--- src/rtl/spi_xfer_queue.sv ---
// Command/response queueing stage in front of spi_master: buffers host commands,
// issues them one at a time over the PISO req/ack handshake and queues SIPO results.
module spi_xfer_queue #(
  parameter  int unsigned MAX_XFER_SIZE  = 32,
  parameter  int unsigned CMD_DEPTH      = 8,
  parameter  int unsigned RSP_DEPTH      = 8,
  localparam int unsigned XFER_CNT_WIDTH = $clog2(MAX_XFER_SIZE),
  localparam int unsigned CMD_LVL_W      = $clog2(CMD_DEPTH) + 1,
  localparam int unsigned RSP_LVL_W      = $clog2(RSP_DEPTH) + 1
) (
  input  logic                      i_sys_clk,
  input  logic                      i_sys_rst,
  input  logic [MAX_XFER_SIZE-1:0]  i_cmd_data,
  input  logic [XFER_CNT_WIDTH-1:0] i_cmd_size,
  input  logic                      i_cmd_valid,
  output logic                      o_cmd_ready,
  output logic [MAX_XFER_SIZE-1:0]  o_rsp_data,
  output logic                      o_rsp_valid,
  input  logic                      i_rsp_ready,
  output logic [MAX_XFER_SIZE-1:0]  o_piso_data,
  output logic [XFER_CNT_WIDTH-1:0] o_piso_xfer_size,
  output logic                      o_piso_req,
  input  logic                      i_piso_ack,
  input  logic [MAX_XFER_SIZE-1:0]  i_sipo_data,
  input  logic                      i_sipo_rdy,
  output logic [CMD_LVL_W-1:0]      o_cmd_level,
  output logic [RSP_LVL_W-1:0]      o_rsp_level,
  output logic                      o_busy,
  output logic                      o_err
);

  localparam int unsigned CMD_AW = $clog2(CMD_DEPTH);
  localparam int unsigned RSP_AW = $clog2(RSP_DEPTH);

  typedef enum logic [1:0] {
    S_IDLE = 2'd0,
    S_REQ  = 2'd1,
    S_WAIT = 2'd2
  } state_e;

  state_e state_q, state_d;

  logic [MAX_XFER_SIZE-1:0]  cmd_data_mem [CMD_DEPTH];
  logic [XFER_CNT_WIDTH-1:0] cmd_size_mem [CMD_DEPTH];
  logic [MAX_XFER_SIZE-1:0]  rsp_data_mem [RSP_DEPTH];

  logic [CMD_AW-1:0]    cmd_wr_q, cmd_wr_d, cmd_rd_q, cmd_rd_d;
  logic [CMD_LVL_W-1:0] cmd_cnt_q, cmd_cnt_d;
  logic [RSP_AW-1:0]    rsp_wr_q, rsp_wr_d, rsp_rd_q, rsp_rd_d;
  logic [RSP_LVL_W-1:0] rsp_cnt_q, rsp_cnt_d;
  logic                 err_q, err_d;

  logic cmd_push, cmd_pop, rsp_push, rsp_pop, stray_rdy;
  logic cmd_nonempty, rsp_has_space;

  // Flow-control flags come from registered counts only
  assign o_cmd_ready   = (cmd_cnt_q != CMD_LVL_W'(CMD_DEPTH));
  assign o_rsp_valid   = (rsp_cnt_q != '0);
  assign cmd_nonempty  = (cmd_cnt_q != '0);
  assign rsp_has_space = (rsp_cnt_q < RSP_LVL_W'(RSP_DEPTH));
  assign cmd_push      = i_cmd_valid & o_cmd_ready;
  assign rsp_pop       = o_rsp_valid & i_rsp_ready;

  assign o_piso_data      = cmd_data_mem[cmd_rd_q];
  assign o_piso_xfer_size = cmd_size_mem[cmd_rd_q];
  assign o_rsp_data       = rsp_data_mem[rsp_rd_q];
  assign o_cmd_level      = cmd_cnt_q;
  assign o_rsp_level      = rsp_cnt_q;
  assign o_err            = err_q;

  always_ff @(posedge i_sys_clk or posedge i_sys_rst) begin
    if (i_sys_rst) begin
      state_q <= S_IDLE;
    end else begin
      state_q <= state_d;
    end
  end

  // A transfer only launches when its response slot is already free
  always_comb begin
    state_d = state_q;
    case (state_q)
      S_IDLE:  if (cmd_nonempty && rsp_has_space) state_d = S_REQ;
      S_REQ:   if (i_piso_ack) state_d = S_WAIT;
      S_WAIT:  if (i_sipo_rdy) state_d = S_IDLE;
      default: state_d = S_IDLE;
    endcase
  end

  always_comb begin
    o_piso_req = 1'b0;
    o_busy     = 1'b1;
    cmd_pop    = 1'b0;
    rsp_push   = 1'b0;
    stray_rdy  = 1'b0;
    case (state_q)
      S_IDLE: begin
        o_busy    = 1'b0;
        stray_rdy = i_sipo_rdy;
      end
      S_REQ: begin
        o_piso_req = 1'b1;
        cmd_pop    = i_piso_ack;
        stray_rdy  = i_sipo_rdy;
      end
      S_WAIT: begin
        rsp_push = i_sipo_rdy;
      end
      default: begin
        o_busy = 1'b0;
      end
    endcase
  end

  always_comb begin
    cmd_wr_d  = cmd_wr_q + CMD_AW'(cmd_push);
    cmd_rd_d  = cmd_rd_q + CMD_AW'(cmd_pop);
    cmd_cnt_d = cmd_cnt_q + CMD_LVL_W'(cmd_push) - CMD_LVL_W'(cmd_pop);
    rsp_wr_d  = rsp_wr_q + RSP_AW'(rsp_push);
    rsp_rd_d  = rsp_rd_q + RSP_AW'(rsp_pop);
    rsp_cnt_d = rsp_cnt_q + RSP_LVL_W'(rsp_push) - RSP_LVL_W'(rsp_pop);
    err_d     = err_q | stray_rdy;
  end

  always_ff @(posedge i_sys_clk or posedge i_sys_rst) begin
    if (i_sys_rst) begin
      cmd_wr_q  <= '0;
      cmd_rd_q  <= '0;
      cmd_cnt_q <= '0;
      rsp_wr_q  <= '0;
      rsp_rd_q  <= '0;
      rsp_cnt_q <= '0;
      err_q     <= 1'b0;
    end else begin
      cmd_wr_q  <= cmd_wr_d;
      cmd_rd_q  <= cmd_rd_d;
      cmd_cnt_q <= cmd_cnt_d;
      rsp_wr_q  <= rsp_wr_d;
      rsp_rd_q  <= rsp_rd_d;
      rsp_cnt_q <= rsp_cnt_d;
      err_q     <= err_d;
    end
  end

  // Storage arrays carry no reset; contents are qualified by the counts
  always_ff @(posedge i_sys_clk) begin
    if (cmd_push) begin
      cmd_data_mem[cmd_wr_q] <= i_cmd_data;
      cmd_size_mem[cmd_wr_q] <= i_cmd_size;
    end
    if (rsp_push) begin
      rsp_data_mem[rsp_wr_q] <= i_sipo_data;
    end
  end

endmodule
--- config.mk ---
export PLATFORM = sky130hd
export DESIGN_NAME = spi_xfer_queue
export DESIGN_NICKNAME = d
export VERILOG_FILES = /design/src/rtl/spi_xfer_queue.sv
export SDC_FILE = /design/constraint.sdc
export NUM_CORES = 1
export LEC_CHECK = 0
export BUFFER_PORTS_ARGS = -buffer_cell sky130_fd_sc_hd__clkbuf_2
export CAP_MARGIN = 20
export CORE_MARGIN = 4
export CORE_UTILIZATION = 30
export CTS_CLUSTER_DIAMETER = 150
export DETAILED_ROUTE_END_ITERATION = 12
export PLACE_DENSITY = 0.45
export RECOVER_POWER = 100
export SYNTH_ARGS = -nofsm -noshare
export SYNTH_HDL_FRONTEND = slang
export SYNTH_SLANG_ARGS = --single-unit
--- constraint.sdc ---
create_clock -name i_sys_clk -period 5.7 [get_ports i_sys_clk]
set_input_delay 0.855 -clock i_sys_clk [delete_from_list [all_inputs] [get_ports i_sys_clk]]
set_output_delay 0.855 -clock i_sys_clk [all_outputs]
set_load 0.05 [all_outputs]
After elaboration in Yosys (flattened, before gate mapping) --
Memory sizes are Yosys's and may differ from the RTL's. Cells that the tools add are included.
Storage, ports and cells: bits in registers 23, RAM bits 552, input bits 75, output and inout bits 82, word-level logic and storage cells 49, memories kept 3
Memories:
- cmd_data_mem | depth 8, bits a word 32, read ports 1, clocked after Yosys merged registers in 0, write ports 1, line 43 | logic [MAX_XFER_SIZE-1:0] cmd_data_mem [CMD_DEPTH];
- rsp_data_mem | depth 8, bits a word 32, read ports 1, clocked after Yosys merged registers in 0, write ports 1, line 45 | logic [MAX_XFER_SIZE-1:0] rsp_data_mem [RSP_DEPTH];
- cmd_size_mem | depth 8, bits a word 5, read ports 1, clocked after Yosys merged registers in 0, write ports 1, line 44 | logic [XFER_CNT_WIDTH-1:0] cmd_size_mem [CMD_DEPTH];
Operators by class: add/sub/neg operators 8, order comparisons 1, equality and inequality tests 6, muxes and demuxes 13, bitwise operators 3, reduce and logical (&&, ||, !) cells 7
Operators with widths (count):
- adder 3 x 1 -> 3 bit | 4
- 2-to-1 mux 1 bit | 9
- adder 4 x 1 -> 4 bit | 2
- nonzero test 4 bit | 2
- subtractor 4 x 1 -> 4 bit | 2
- 2-to-1 mux 2 bit | 3
- != test 2 bit (second input constant) | 3
- one-hot mux 2 bit (3 select lines) | 1
- < comparator 4 bit (second input constant) | 1
- != test 4 bit (second input constant) | 1
- OR reduction 2 bit | 2
- AND reduction 3 bit | 1
- AND 1 bit | 2
- == test 2 x 1 -> 1 bit (second input constant) | 1
- == test 2 bit (second input constant) | 1
- zero test 2 bit | 1
- logical AND 1 bit | 1
- bitwise OR 1 bit | 1

Depth between registers and ports, before layout --
Gate-level depths: netlist of the first run.
depth after elaboration 4, depth in mapped cells 11, depth with buffers taken out 11

Worst setup path before layout of the first run --
Ideal clock, no wire load.
path type reg-to-reg, start reg cmd_cnt_q[2], in the netlist o_cmd_level[2], end mem cmd_data_mem[0][0] (enable), arrival 4103 ps, setup slack 1120 ps, stages on the path, launching flop included 6, path buffers 0, period minus slack after synthesis 4580 ps, path through dfrtp_1 inv_1 ha_1 or3b_2 nand3b_1 nor3_1
On the way: cells in the longest elaborated chain, start to end 4
Ends and longest elaborated chain:
- from (decl) | line 48 | logic [CMD_LVL_W-1:0] cmd_cnt_q, cmd_cnt_d;
- from (signal assigned) | line 137 | cmd_cnt_q <= cmd_cnt_d;
- != test 4 bit | line 57 | assign o_cmd_ready = (cmd_cnt_q != CMD_LVL_W'(CMD_DEPTH));
- named net o_cmd_ready | line 16 | output logic o_cmd_ready,
- AND 1 bit | line 61 | assign cmd_push = i_cmd_valid & o_cmd_ready;
- 2-to-1 mux 1 bit | line 147 | if (cmd_push) begin
- 2-to-1 mux 1 bit (implied by the code) | line 148 | cmd_data_mem[cmd_wr_q] <= i_cmd_data;
- to (decl) | line 43
The timed path passes the listed nets, and every way through them passes these cells.

Worst setup path in the final report of the first run --
start reg rsp_rd_q[1], end out o_rsp_data[0]
On the way: cells in the longest elaborated chain, start to end 1
Ends and longest elaborated chain:
- from (decl) | line 49 | logic [RSP_AW-1:0] rsp_wr_q, rsp_wr_d, rsp_rd_q, rsp_rd_d;
- from (signal assigned) | line 139 | rsp_rd_q <= rsp_rd_d;
- memory (8 x 32 bit)
- to (decl) | line 17 | output logic [MAX_XFER_SIZE-1:0] o_rsp_data,
Every way passes these cells.

==> results of run 1 <==
[worst register-to-register path, delay by kind of cell, from the launching register on]
| family | cells | cell delay, ns |
|---|---|---|
| AND/OR/NAND/NOR | 3 | 2.35 |
| flip-flops | 1 | 0.34 |
| adder cells (fa/ha/maj) | 1 | 0.18 |
| buffers and inverters | 2 | 1.07 |
[report_power, final]
group | internal (mW) | switching [mW]
registers | 5.16 | 0.454
logic | 1.67 | 3.01
clock network | 2.63 | 1.66
[cell type report]
type                    count  share of cell area
clock buffers              83             0.07023
well taps                 959             0.04626
clock inverters            34             0.01529
flip-flops and latches    575              0.6617
repair buffers            180             0.02793
inverters                  19            0.002750
multi-input cells         287              0.1758
[Yosys cell counts]
library cell	number	area (um2)
o21ai_0	1	5.000
nor4_1	1	6.260
a21o_1	2	15.01
nor2b_1	2	12.51
dfrtp_1	23	575.6
nand2b_1	6	37.54
nand3b_1	1	7.510
clkbuf_1	8	30.03
fa_1	2	40.04
nand3_1	1	5.000
nand2_1	5	18.77
nor3_1	4	20.02
edfxtp_1	552	16580
inv_1	19	71.32
nor2_1	13	48.80
or3b_2	1	8.760
a21oi_1	2	10.01
buf_2	7	35.03
buf_6	13	146.4
mux2_2	71	799.5
xnor2_1	2	17.52
xor2_1	6	52.55
mux4_2	138	3108
nor4bb_1	1	10.01
ha_1	24	300.3
and2_1	4	25.02
buf_4	1	7.510
buf_1	9	33.78
[flip-flops by register name, indices dropped and copies added, names as in the netlist]
register,cells
o_err,1
rsp_wr_q,3
cmd_rd_q,3
state_q,2
cmd_size_mem,40
cmd_data_mem,256
rsp_data_mem,256
rsp_rd_q,3
o_rsp_level,4
o_cmd_level,4
cmd_wr_q,3
[worst paths after layout]
check	from	endpoint	depth (start not counted)
setup reg to reg	o_cmd_level[2]	cmd_data_mem[4][1]	6
setup / recovery	rsp_rd_q[1]	o_rsp_data[0]	4
max in group asynchronous	i_sys_rst	rsp_rd_q[0]	3
hold / removal	i_sys_rst	o_err	2
hold reg to reg	o_err	o_err	1
min in group i_sys_clk	o_err	o_err	1
[per-layer routing]
metal	vias up	share of wire	routed length [um]
li1	4282	-	-
met1	5158	0.43	20270
met2	190	0.50	23420
met3	72	0.047	2198
met4	4	0.026	1205
met5	-	0.00062	29
[through the flow]
step / worst slack (ns) / power [mW] / hold slack [ns]
final: 1.248 / 14.59 / 0.1649
after global routing: 0.9102 / 15.36 / 0.1469
after CTS: 1.539 / 15.05 / 0.4720
after detailed placement: 2.186 / 10.68 / 0.4579
after global placement: 2.196 / 10.67 / 0.4511
after floorplan: 1.120 / 9.446 / 0.4543
[logic make-up (layout without fill, tap and decap cells)]
group | Yosys count | count (layout) | synth area share
flops | 575 | 575 | 0.7788
mux | 209 | 209 | 0.1774
buf+inv | 57 | 316 | 0.01471
simple gates | 39 | 39 | 0.009090
fa+ha+maj | 26 | 26 | 0.01545
xor+xnor | 8 | 8 | 0.003182
compound gates | 5 | 5 | 0.001363
==> metrics, run 1 <==
max-slew violation count=514; Gate Count Post-Synth=919; RSZ-0062 raised after global routing=no; Worst-Skew Late Latency=0.59 ns; number of cells after detailed placement=2,019; worst path bufs/invs=2; CTS Buf Count=67; met3 usage=0.02876; required time of the critical path=4.85 ns; max cap viols=18; die area=77,810 um2; #FFs+latches synth=575; Reg2Reg Setup Slack=1.34 ns; Placed Area=24,060 um2; pin count of the biggest net entering global routing=58; Fin. Hold Viols=0; # DRC=0; commonest non-fill, non-tap cell in the layout=edfxtp_1; Antenna Nets Post-Route=0; post-CTS setup buffer count=0; post-layout min period=between 4 and 5 ns; Starting Density=0.3024; std cell rows=~100; clock slew at reported path FFs=0.06 ns; kind of cell adding the most delay to the critical path=buffers and inverters; post-synthesis sequential area ratio=0.7788; drt wl/cell=22.05 um; Final Cell Area=25,940 um2; CTS H-tree depth=3; Port Buffers=156; Multi-input gate area=about 4600 um2; met1 GRT Util=0.1595; GPL Wtd Cong=0.7064; first-pass GRT wire length=approximately 70,000 um; CP Cell Sequence=clkbuf_2, mux4_2, mux2_2, clkbuf_1; Pleak=8.171 nW; Clock Skew=0.02274 ns; Slowest cell on crit path=clkbuf_2; GR peak layer=met2; area growth from synthesis to layout=17.78%; max_slew headroom=-0.9425; Core Util, Final=0.3561; Fillers=6,791; Mapped Area=22,020 um2; Worst EP arrival=3.60 ns; M2 GR Usage=0.2035; most frequent cells in the layout=552 x edfxtp_1, 175 x clkbuf_1, 138 x mux4_2, 71 x clkbuf_16, 70 x mux2_2; DR pass1 iterations=6; Post-DP HPWL=26,400 um; number of global-route vias before repair=10,640; initial antenna violation count=3; WL final=47,130 um; Max Fanout on Critical Path=41; Die Span X=278.9 um; CTS Root Cell=clkbuf_16; final setup fails=0; register area=17,160 um2; period utilization=0.7811; maximum VDD drop=0.0003823 V; Post-Syn Nets=1,020; syn avg cell area=23.96 um2; failing checks=max-capacitance violations, max-slew violations; non-filler cells, final=2,137; CP Capture Type=output port; Yosys warnings=0; Boundary Pins=between 150 and 200; die height=278.9 um; Max Freq=224.6 MHz; via count=around 9,700; TNS Setup=0 ns; measured slew at the worst slew-check pin=2.914 ns; hold_buf cts=0; TritonCTS clock tree=built; Max stage delay on crit path=1.04 ns; PwrDens=562.7 nW/um2; Post-CTS Resized=0; GRT overflow=0; worst setup path class=flip-flop to output port; DR vias/cell=4.542; DRT iter0 DRCs=518; layout cells sized above 1=0.2733; Nets=1,231; hold crit path type=primary input to asynchronous set/reset pin; antenna cells=0; gr usage total=0.1221; Yosys cell types=28; CTS Sinks=575; CTS max path bufs=3; crit path launch type=flip-flop; core box area=72,830 um2; status=complete, but fails checks
Note: power is estimated with default switching activity, not from simulation.
==> run 2: changes to the inputs <==
Clock period 5.7 ns to 4.4 ns, I/O delays scaled along.
==> run 2 against run 1 <==
Compared with the run above:
- the flow still finishes with violations (max-capacitance violations, max-slew violations)
- global-route usage shrank 0.078 points
- power grew 26%
- utilization is 0.13 points lower
- routed wire length grew 0.63%
- critical path depth down 1
- first-iteration DRC count rose by 4.1%
- flip-flop and latch count unchanged
- register-to-register slack lost 0.59 ns
- clock skew grew 0.0086 ns
- count of clock-buffer cells in the layout fell by 4
- sequential power grew 28%
- critical path type unchanged
- critical endpoint is now o_rsp_data[21]
- largest power group unchanged
==> metrics, run 2 (synthesis gave the netlist of run 1 again) <==
status=complete, but fails checks; failing checks=max-capacitance violations, max-slew violations; core box area=72,830 um2 (unchanged); Seq pwr share=0.388 (+0.003); kind of cell adding the most delay to the critical path=flip-flops; post-CTS setup buffer count=0 (unchanged); DR vias/cell=4.575 (+0.72%); Power, Total=18.46 mW (+26%); initial antenna violation count=1 (-2); CTS max path bufs=3 (unchanged); hold crit path type=primary input to asynchronous set/reset pin; R2R depth=6 (unchanged); gr usage total=0.1214 (-0.0007817); CTS Root Cell=clkbuf_16; hold slack=0.1055 ns (-0.05936 ns); # DRC=0 (unchanged); Die Span X=278.9 um (unchanged); Worst-Skew Late Latency=0.63 ns (+0.04 ns); final setup fails=0 (unchanged); max_slew headroom=-0.7913 (+0.1511); NetSw=6.637 mW (+30%); Boundary Pins=157 (unchanged); WL final=47,430 um (+0.63%); crit path launch type=flip-flop; post-layout min period=3.843 ns; period utilization=0.8733; std cell rows=99 (unchanged); TNS Setup=0 ns (unchanged); die height=278.9 um (unchanged); DR pass1 iterations=5 (-1); TritonCTS clock tree=built; CTS Buf Count=61 (-9.0%); maximum VDD drop=0.0004159 V (+8.8%); cell-internal power=11.82 mW (+25%); Net Sw Frac=0.3595 (+0.008494); DP Worst Slack=1.405 ns (-0.7810 ns); layout cells sized above 1=0.3057 (+0.03233); CP Capture Type=output port; Pleak=8.188 nW (+0.21%); Antenna Nets Post-Route=0 (unchanged); Nets=1,231 (unchanged); die area=77,810 um2 (unchanged); Fin. Hold Viols=0 (unchanged); required time of the critical path=3.74 ns (-1.11 ns); Worst EP arrival=3.18 ns (-0.42 ns); measured slew at the worst slew-check pin=2.687 ns (-0.2267 ns); Slowest cell on crit path=dfrtp_1; Clock Skew=0.03130 ns (+0.008555 ns); pin count of the biggest net entering global routing=66 (+14%); Post-CTS Resized=0 (unchanged); PwrDens=714.3 nW/um2 (+27%); drt wl/cell=22.14 um (+0.39%); number of global-route vias before repair=10,720 (+0.76%); r2r startpoint=o_cmd_level[2]; GPL Wtd Cong=0.6708 (-5.0%); via count=9,799 (+0.96%); top flop regs=cmd_data_mem: 256 flops, rsp_data_mem: 256 flops, cmd_size_mem: 40 flops; Max stage delay on crit path=1.18 ns (+0.14 ns); DRT iter0 DRCs=539 (+4.1%); Final WS setup=0.5573 ns (-0.6904 ns); worst setup path class=flip-flop to output port; CTS Sinks=575 (unchanged); worst path bufs/invs=2 (unchanged); hold_buf cts=0 (unchanged); Reg2Reg Setup Slack=0.75 ns (-0.59 ns); Fillers=6,845 (+0.80%); Port Buffers=156 (unchanged); max cap viols=9 (-9); most frequent cells in the layout=552 x edfxtp_1, 148 x clkbuf_1, 138 x mux4_2, 71 x mux2_2, 61 x clkbuf_16; Post-DP HPWL=26,900 um (+1.9%); Clock Power Share=0.271 (-0.023); max-slew violation count=230 (-55%); clock slew at reported path FFs=0.06 ns (about the same); area growth from synthesis to layout=17.34%; commonest non-fill, non-tap cell in the layout=edfxtp_1; Max Fanout on Critical Path=20 (-51%); number of cells after detailed placement=2,026 (+0.35%); Comb pwr share=0.341 (+0.020); Max Freq=260.2 MHz; CP Cell Sequence=clkbuf_2, mux2_2, clkbuf_1; GRT overflow=0 (unchanged); CTS H-tree depth=2 (-1); Starting Density=0.3024 (unchanged); RR Endpoint=cmd_data_mem[6][31]; non-filler cells, final=2,142 (+0.23%); first-pass GRT wire length=70,730 um (-0.18%); RSZ-0062 raised after global routing=no
[run 2: cell types whose count changed in the layout (fill, tap and decap cells not counted), moves of 3 or more]
cell	delta
bufinv_16	-3
clkbuf_8	+4
clkbuf_2	+33
clkbuf_16	-10
clkbuf_1	-27
nor2_4	+5
clkinv_2	+7
nor2_1	-6
[run 2: how the worst max path moves through the flow]
| stage | from | end | slack [ns] | cells after the start |
|---|---|---|---|---|
| detailed placement | cmd_rd_q[0] | o_piso_data[16] | 1.40 | 4 |
| global placement | cmd_rd_q[0] | o_piso_data[16] | 1.40 | 4 |
| global route | cmd_rd_q[0] | o_piso_data[14] | 0.33 | 4 |
| floorplan | o_cmd_level[2] | cmd_data_mem[4][0] | 0.81 | 5 |
| CTS | cmd_rd_q[0] | o_piso_data[16] | 0.70 | 4 |
| finish | rsp_rd_q[2] | o_rsp_data[21] | 0.56 | 3 |
[run 2: routing by layer]
layer | routed length [um] | vias to the layer above | part of all wire | GRT usage
met3 | 2182 | 69 | 0.046 | 0.02517
met2 | 23880 | 193 | 0.50 | 0.2083
met5 | 0 | - | 0 | 0
met1 | 20430 | 5249 | 0.43 | 0.1589
li1 | - | 4288 | - | -
met4 | 936 | 0 | 0.020 | 0.03002
[run 2: final cells by class]
type | count | area (um2) | share of cell area
antenna | 2 | 5.005 | 0.0001937
clock buffer | 79 | 1634 | 0.06323
clock inverter | 35 | 331.6 | 0.01283
inverter | 19 | 71.32 | 0.002760
multi-input combinational | 287 | 4618 | 0.1787
sequential | 575 | 17160 | 0.6641
tap | 959 | 1200 | 0.04643
timing repair buffer | 186 | 820.8 | 0.03176
[run 2: per-stage QoR]
step,utilization,instance area [um2]
floorplan,-,22030
global placement,0.3317,24160
detailed placement,0.3319,24170
CTS,0.3589,26140
global route,0.3548,25840
finish,0.3548,25840
[run 2: power by group through the flow]
stage | Sequential [mW] | Combinational, mW | Clock [mW]
final | 7.17 | 6.29 | 5.00
after global routing | 7.26 | 6.71 | 5.41
after CTS | 7.19 | 6.62 | 5.19
after detailed placement | 7.31 | 6.61 | 0
after global placement | 7.29 | 6.59 | 0
after floorplan | 7.06 | 5.18 | 0
